===== config.mk =====
export PLATFORM = sky130hd
export DESIGN_NAME = rv_latency_monitor_flat
export DESIGN_NICKNAME = d
export VERILOG_FILES = /design/src/rtl/rv_latency_monitor_if.sv /design/src/rtl/rv_latency_monitor.sv /design/src/flat_wrapper.sv
export SDC_FILE = /design/constraint.sdc
export NUM_CORES = 1
export LEC_CHECK = 0
export CORE_MARGIN = 4
export CORE_UTILIZATION = 49
export DETAILED_ROUTE_END_ITERATION = 8
export GPL_TIMING_DRIVEN = 0
export PLACE_DENSITY_LB_ADDON = 0.1
export RECOVER_POWER = 25
export SETUP_SLACK_MARGIN = 0.05
export SLEW_MARGIN = 20
export SYNTH_ARGS = -nofsm -noshare
export SYNTH_HDL_FRONTEND = slang
export SYNTH_SLANG_ARGS = --single-unit

===== constraint.sdc =====
create_clock -name clk -period 3.25 [get_ports clk]
set_input_delay 0.65 -clock clk [delete_from_list [all_inputs] [get_ports clk]]
set_output_delay 0.65 -clock clk [all_outputs]
set_load 0.005 [all_outputs]

===== src/rtl/rv_latency_monitor_if.sv =====
// rv_latency_monitor_if: event inputs and statistics outputs of the latency monitor
interface rv_latency_monitor_if #(
   parameter int NUM_CH = 4,
   parameter int CNT_W  = 16,
   parameter int SUM_W  = 32
);
   logic                      clr;
   logic [NUM_CH-1:0]         start;
   logic [NUM_CH-1:0]         done;
   logic [NUM_CH-1:0]         busy;
   logic [NUM_CH-1:0]         lat_valid;
   logic [NUM_CH*CNT_W-1:0]   lat_last;
   logic [NUM_CH*CNT_W-1:0]   lat_min;
   logic [NUM_CH*CNT_W-1:0]   lat_max;
   logic [NUM_CH*SUM_W-1:0]   lat_sum;
   logic [NUM_CH*CNT_W-1:0]   txn_cnt;
   logic [NUM_CH-1:0]         err_orphan;
   logic [NUM_CH-1:0]         err_timeout;
   logic [NUM_CH-1:0]         err_sat;
   modport master (
      output clr, start, done,
      input  busy, lat_valid, lat_last, lat_min, lat_max, lat_sum, txn_cnt,
             err_orphan, err_timeout, err_sat
   );
   modport slave (
      input  clr, start, done,
      output busy, lat_valid, lat_last, lat_min, lat_max, lat_sum, txn_cnt,
             err_orphan, err_timeout, err_sat
   );
endinterface


===== src/rtl/rv_latency_monitor.sv =====
// rv_latency_monitor: per-channel start-to-done cycle latency with saturating statistics
module rv_latency_monitor #(
   parameter int NUM_CH  = 4,
   parameter int CNT_W   = 16,
   parameter int SUM_W   = 32,
   parameter int TIMEOUT = 0
) (
   input logic clk,
   input logic reset,
   rv_latency_monitor_if.slave m
);
   typedef enum logic {IDLE, BUSY} state_t;
   for (genvar g = 0; g < NUM_CH; g++) begin : ch
      state_t           state;
      logic [CNT_W-1:0] cnt, last, mn, mx, txn, lat;
      logic [SUM_W-1:0] sum;
      logic [SUM_W:0]   sum_nxt;
      logic             valid, orphan, tmo, sat, rec, tmo_hit;
      always_comb begin
         rec     = m.done[g] && (state == BUSY || m.start[g]);
         lat     = state == BUSY ? cnt : '0;
         sum_nxt = {1'b0, sum} + (SUM_W+1)'(lat);
         tmo_hit = TIMEOUT != 0 && state == BUSY && !m.done[g] && cnt == CNT_W'(TIMEOUT);
      end
      always_ff @(posedge clk) begin
         if (reset || m.clr) begin
            state  <= IDLE;
            cnt    <= '0;
            valid  <= 1'b0;
            last   <= '0;
            mn     <= '1;
            mx     <= '0;
            sum    <= '0;
            txn    <= '0;
            orphan <= 1'b0;
            tmo    <= 1'b0;
            sat    <= 1'b0;
         end else begin
            valid <= rec;
            if (rec) begin
               last <= lat;
               mn   <= lat < mn ? lat : mn;
               mx   <= lat > mx ? lat : mx;
               sum  <= sum_nxt[SUM_W] ? '1 : sum_nxt[SUM_W-1:0];
               txn  <= &txn ? txn : txn + CNT_W'(1);
               if (sum_nxt[SUM_W] || &txn) sat <= 1'b1;
            end
            if (state == IDLE) begin
               if (m.done[g] && !m.start[g]) orphan <= 1'b1;
               if (m.start[g] && !m.done[g]) begin
                  state <= BUSY;
                  cnt   <= CNT_W'(1);
               end
            end else if (m.done[g]) begin
               // done together with start closes one transaction and opens the next
               state <= m.start[g] ? BUSY : IDLE;
               cnt   <= m.start[g] ? CNT_W'(1) : '0;
            end else if (tmo_hit) begin
               state <= IDLE;
               cnt   <= '0;
               tmo   <= 1'b1;
            end else if (&cnt) begin
               sat <= 1'b1;
            end else begin
               cnt <= cnt + CNT_W'(1);
            end
         end
      end
      assign m.busy[g]                      = state == BUSY;
      assign m.lat_valid[g]                 = valid;
      assign m.lat_last[g*CNT_W +: CNT_W]   = last;
      assign m.lat_min[g*CNT_W +: CNT_W]    = mn;
      assign m.lat_max[g*CNT_W +: CNT_W]    = mx;
      assign m.lat_sum[g*SUM_W +: SUM_W]    = sum;
      assign m.txn_cnt[g*CNT_W +: CNT_W]    = txn;
      assign m.err_orphan[g]                = orphan;
      assign m.err_timeout[g]               = tmo;
      assign m.err_sat[g]                   = sat;
   end
endmodule


===== src/flat_wrapper.sv =====
// flat-port wrapper written by rule: the top's interface ports become plain ports
module rv_latency_monitor_flat 
#(
   parameter int NUM_CH  = 4,
   parameter int CNT_W   = 16,
   parameter int SUM_W   = 32,
   parameter int TIMEOUT = 0
)
  (clk, reset, m_clr, m_start, m_done, m_busy, m_lat_valid, m_lat_last, m_lat_min, m_lat_max, m_lat_sum, m_txn_cnt, m_err_orphan, m_err_timeout, m_err_sat);
  rv_latency_monitor_if #(.NUM_CH(NUM_CH), .CNT_W(CNT_W), .SUM_W(SUM_W)) m_i ();
  input logic clk;
  input logic reset;
  input wire logic [$bits(m_i.clr)-1:0] m_clr;
  input wire logic [$bits(m_i.start)-1:0] m_start;
  input wire logic [$bits(m_i.done)-1:0] m_done;
  output wire logic [$bits(m_i.busy)-1:0] m_busy;
  output wire logic [$bits(m_i.lat_valid)-1:0] m_lat_valid;
  output wire logic [$bits(m_i.lat_last)-1:0] m_lat_last;
  output wire logic [$bits(m_i.lat_min)-1:0] m_lat_min;
  output wire logic [$bits(m_i.lat_max)-1:0] m_lat_max;
  output wire logic [$bits(m_i.lat_sum)-1:0] m_lat_sum;
  output wire logic [$bits(m_i.txn_cnt)-1:0] m_txn_cnt;
  output wire logic [$bits(m_i.err_orphan)-1:0] m_err_orphan;
  output wire logic [$bits(m_i.err_timeout)-1:0] m_err_timeout;
  output wire logic [$bits(m_i.err_sat)-1:0] m_err_sat;
  assign m_i.clr = m_clr;
  assign m_i.start = m_start;
  assign m_i.done = m_done;
  assign m_busy = m_i.busy;
  assign m_lat_valid = m_i.lat_valid;
  assign m_lat_last = m_i.lat_last;
  assign m_lat_min = m_i.lat_min;
  assign m_lat_max = m_i.lat_max;
  assign m_lat_sum = m_i.lat_sum;
  assign m_txn_cnt = m_i.txn_cnt;
  assign m_err_orphan = m_i.err_orphan;
  assign m_err_timeout = m_i.err_timeout;
  assign m_err_sat = m_i.err_sat;
  rv_latency_monitor #(.NUM_CH(NUM_CH), .CNT_W(CNT_W), .SUM_W(SUM_W), .TIMEOUT(TIMEOUT)) u_core (.clk(clk), .reset(reset), .m(m_i));
endmodule

# After elaboration in Yosys (flattened, before gate mapping)
# Index checks and enable logic that the tools add are counted.
# word_totals
output_inout_bits	404
elab_cells	197
in_bits	11
regBits	464
# classes
bitwise	8
mux	64
magnitude_cmp	8
addsub	12
eq_ne	4
n_reduce_logical	61
# ops
op	n
16-bit 2-to-1 mux	20
32-bit by 16-bit adder with 33-bit output	4
16-bit by 1-bit adder with 16-bit output, second input constant	8
32-bit 2-to-1 mux	4
16-bit AND reduction	8
16-bit > comparator	4
16-bit < comparator	4
1-bit 2-to-1 mux	40
2-bit AND reduction	20
1-bit logical AND	12
3-bit inequality test, second input constant	4
1-bit logical OR	9
1-bit logical NOT	8
1-bit inverter	8
2-bit nonzero test	4

# Logic depth before layout (Yosys ltp)
# depth
ltp_word	8
depth_mapped	15

# Least setup slack after synthesis
# OpenSTA, ideal clock, no wires.
# synth_path
path_kind	flip-flop to flip-flop
startpoint	register u_core.ch[1].state
endpoint	register u_core.ch[1].mx[14]
period_less_slack_ns	3.314
path_stages_with_launch	15
arrival_ns	3.243
required_ns	3.180
setup_ns	0.070
setup_slack_ns	-0.064
path_buffers	4
cell_sequence	dfxtp_1 buf_2 buf_1 buf_1 nand2_1 inv_1 ha_1 a21o_1 a21o_1 a21o_1 a2111oi_2 a2bb2oi_1 clkbuf_1 o21ai_0 a21oi_1
# synth_between
elab_chain_len	3
word_cells_on_any_way	5
cone_classes	order compare (1); mux (1); reduce/logical (3)
# synth_rtl
element	line	rtl
start: declaration	rv_latency_monitor.sv:14	state_t state;
start signal: assignment	rv_latency_monitor.sv:56	state <= m.start[g] ? BUSY : IDLE;
16-bit 2-to-1 mux	rv_latency_monitor.sv:21	lat = state == BUSY ? cnt : '0;
named net u_core.ch[1].lat[5]	rv_latency_monitor.sv:15	logic [CNT_W-1:0] cnt, last, mn, mx, txn, lat;
16-bit > comparator	rv_latency_monitor.sv:43	mx <= lat > mx ? lat : mx;
2-bit AND reduction (no source line)	-	
end signal: assignment	rv_latency_monitor.sv:43	
end: declaration	rv_latency_monitor.sv:15	
# The timed path passes the listed nets, and every way through them passes these cells.
# A chain may end at the register's enable or synchronous reset.

# Worst setup path in the final report
# layout_path
startpoint	register u_core.ch[0].state
endpoint	register u_core.ch[0].sum[31]
# layout_between
elab_chain_len	3
word_cells_on_any_way	5
cone_classes	add/sub (1); mux (2); reduce/logical (2)
# layout_rtl
element	line	rtl
start: declaration	rv_latency_monitor.sv:14	
start signal: assignment	rv_latency_monitor.sv:56	
16-bit 2-to-1 mux	rv_latency_monitor.sv:21	
named net u_core.ch[0].lat[3]	rv_latency_monitor.sv:15	
32-bit by 16-bit adder with 33-bit output	rv_latency_monitor.sv:22	sum_nxt = {1'b0, sum} + (SUM_W+1)'(lat);
32-bit 2-to-1 mux	rv_latency_monitor.sv:44	sum <= sum_nxt[SUM_W] ? '1 : sum_nxt[SUM_W-1:0];
end signal: assignment	rv_latency_monitor.sv:44	
end: declaration	rv_latency_monitor.sv:16	logic [SUM_W-1:0] sum;
# The timed path passes the listed nets, and every way through them passes these cells.

==> results.ini <==
[run_status]
status=completed

[synth]
async_flop_share_pct=0
ys_ff_latch=464
yosys_warnings=0
synth_cell_type_count=96
ys_seq_area_share_pct=36.1
synth_cells=3168
postSynthAreaPerCell_um2=8.11
synth-edff-count=0
syn_area_mm2=0.0257
synthFlopType=dfxtp_1

[floorplan]
core_mm2=0.0516
pin_count=415
fp.dieH_um=237
die_x_um=237
rows=83
initial_utilization_pct=49.8
die-area_mm2=0.0562

[pwr]
p_per_area_mw_per_mm2=380
p_comb_share_pct=6.6
swShare_pct=24.2
peakVddDrop_uv=378
cell_internal_pwr_mw=9.63
clkPwrFrac_pct=47.4
p_leak_nw=13.3
share_seq_of_total_power_pct=46.0
p_sw_mw=3.07

[hold_path]
min_to=u_core.ch[1].orphan
min_from=u_core.ch[1].orphan
worstHoldPathCells=2
hold_path.class=reg -> reg

[cells_and_area]
instances_no_fill=4380
diodes=0
final_cell_mix=dfxtp_1 (461), o21ai_0 (279), nor2_1 (268)
fill_cells=4480
fin_nets=3856
area_growth_pct=29.9
mostFrequentLayoutCell=dfxtp_1
finalInstanceArea_mm2=0.0334
final_layout_size_suffix_gt1_share_pct=9.41

[sta]
finalHoldViolations=0
fin_crit_sh_pct=95.9
maxSlewHeadroom_pct=20.2
fmax_mhz=321
finalMaxSlewViolations=0
fin_crit_ps=3120
rsz0062_at_grt=false
skew_ps=13.8
setup_viol=0
tightest_slew_ps=1190

[detailed_routing]
drtAntennaViolNets=0
drt_wl_total_um=93300
wl_per_cell_um=21.3
firstDrtPassIters=6
via_count=26400
drt_iter0_drc=2054
viasPerCell=6.03
drc=0

[clock_tree]
cts_buffers=52
cts_tree=yes
clockRootBuffer=clkbuf_16
clock_latency_ps=610
cts.htree.levels=2
cts.path.max_buffers=3
hold_buffers=0
clkSinkCount=464
cts.clk_slew.worst_paths_ps=60

[setup_path]
startpoint=u_core.ch[0].state
critPathRequiredTime_ps=3770
worstPathMaxFanout=10
arrival_ps=3630
worst_r2r_path_depth=11
ff2ff_setup_slack_ps=130
worstSetupEndpointType=flop
crit_type=reg -> reg
worstReg2RegStart=u_core.ch[0].state
r2r-end=u_core.ch[0].sum[31]
critPathLaunchType=flop

[global_route]
grt_pass1_vias=25300
grt_pass1_wl_um=143000
grt_start_max_net_pins=17
grt.total_usage_pct=31.2
gr-total-overflow=0
antenna_found_initial=0

[placed_design]
io_buffers=408
placed_area_mm2=0.0307
gp_congestion=0.938
dpl.hpwl_um=69800
dpl.cell_count=4259

[run]
drv_cap=0

-- how the worst max path moves through the flow --
| stage | to | slack [ps] |
|---|---|---|
| floorplan | u_core.ch[2].mx[10] | 80 |
| global placement | u_core.ch[0].valid | -1090 |
| detailed placement | u_core.ch[2].sum[21] | -970 |
| CTS | u_core.ch[0].mx[7] | 30 |
| global route | u_core.ch[2].sum[31] | 20 |
| finish | u_core.ch[0].sum[31] | 130 |
-- routing by layer --
| metal | routed length (µm) | GRT usage (%) | up-vias |
|---|---|---|---|
| met1 | 38800 | 40.3 | 12600 |
| met4 | 4250 | 13.2 | 0 |
| li1 | - | - | 12400 |
| met2 | 42800 | 51.1 | 1100 |
| met5 | 0 | 0 | - |
| met3 | 7450 | 6.10 | 244 |
-- flip-flops by register name, summed over array words and instances (netlist names) --
| name | cells |
|---|---|
| u_core.ch.sat | 4 |
| u_core.ch.mn | 64 |
| u_core.ch.sum | 128 |
| u_core.ch.last | 64 |
| u_core.ch.cnt | 64 |
| u_core.ch.orphan | 4 |
| u_core.ch.mx | 64 |
| u_core.ch.valid | 4 |
| u_core.ch.txn | 64 |
| u_core.ch.state | 4 |
-- what timing repair did --
action                                  CTS  global route
pin swaps                                15            20
endpoints found under the setup margin  261           227
gates resized for setup                 129           114
buffers inserted                         14            21
hold endpoints to repair                  0             0
cloned                                    0             1
-- kinds of logic after synthesis --
kind of cell	after synthesis	share of synthesized area [%]
buffers and inverters	383	6.06
DFF	464	36.1
AOI/OAI and AO/OA	985	24.3
other	1	0.0146
xor gates and xnor gates	157	5.35
and+or+nand+nor	983	18.6
muxes	6	0.234
adders and majority gates	189	9.27
-- critical path: stages (launching register included) --
cell and delay, ps:
dfxtp_4 350, buf_12 140, buf_6 130, clkbuf_8 160
and2_2 300, ha_1 260, or4_1 520, o22a_2 260
o21ai_4 290, a2111oi_4 130, and2_1 220, a311oi_1 240
-- cell type report --
cell class	count	area, µm²	area share, %
Clock inverter	11	140	0.420
Clock buffer	82	1590	4.75
Inverter	212	807	2.42
Multi-Input combinational cell	2324	15500	46.4
Tap cell	680	851	2.55
Buffer	163	862	2.58
Sequential cell	464	9300	27.8
Timing Repair Buffer	444	4350	13.0
-- cells in the mapped netlist, types with 42 or more instances --
library cell | instances | share of area [%]
nor2_1 | 273 | 4.0
o21ai_0 | 286 | 5.6
nand4_1 | 57 | 1.4
nor3_1 | 85 | 1.7
a21oi_1 | 255 | 5.0
dfxtp_1 | 464 | 36
a21o_1 | 53 | 1.5
nand3_1 | 166 | 3.2
a31oi_1 | 59 | 1.4
ha_1 | 180 | 8.8
a22oi_1 | 65 | 1.9
nand2_1 | 193 | 2.8
xnor2_1 | 74 | 2.5
clkbuf_1 | 125 | 1.8
xor2_1 | 83 | 2.8
and2_1 | 42 | 1.0
inv_1 | 212 | 3.1
-- per-stage QoR --
step	total power [mW]	hold WS, ps	TNS, ps	util [%]	setup slack (ps)
finish	12.7	475	0	64.7	135
global route	13.1	510	0	64.7	23.6
CTS	12.8	476	0	63.7	34.5
detailed placement	6.78	468	-195280	59.4	-970
global placement	6.76	459	-217090	59.4	-1090
floorplan	6.39	441	0	-	78.8
-- power groups by stage --
stage,Combinational (mW),Clock [mW],Sequential [mW]
floorplan,0.441,0,5.94
detailed placement,0.818,0,5.96
global placement,0.799,0,5.96
global route,0.911,6.35,5.84
CTS,0.838,6.09,5.84
finish,0.839,6.02,5.84
Note: power is estimated with default switching activity, not from simulation.
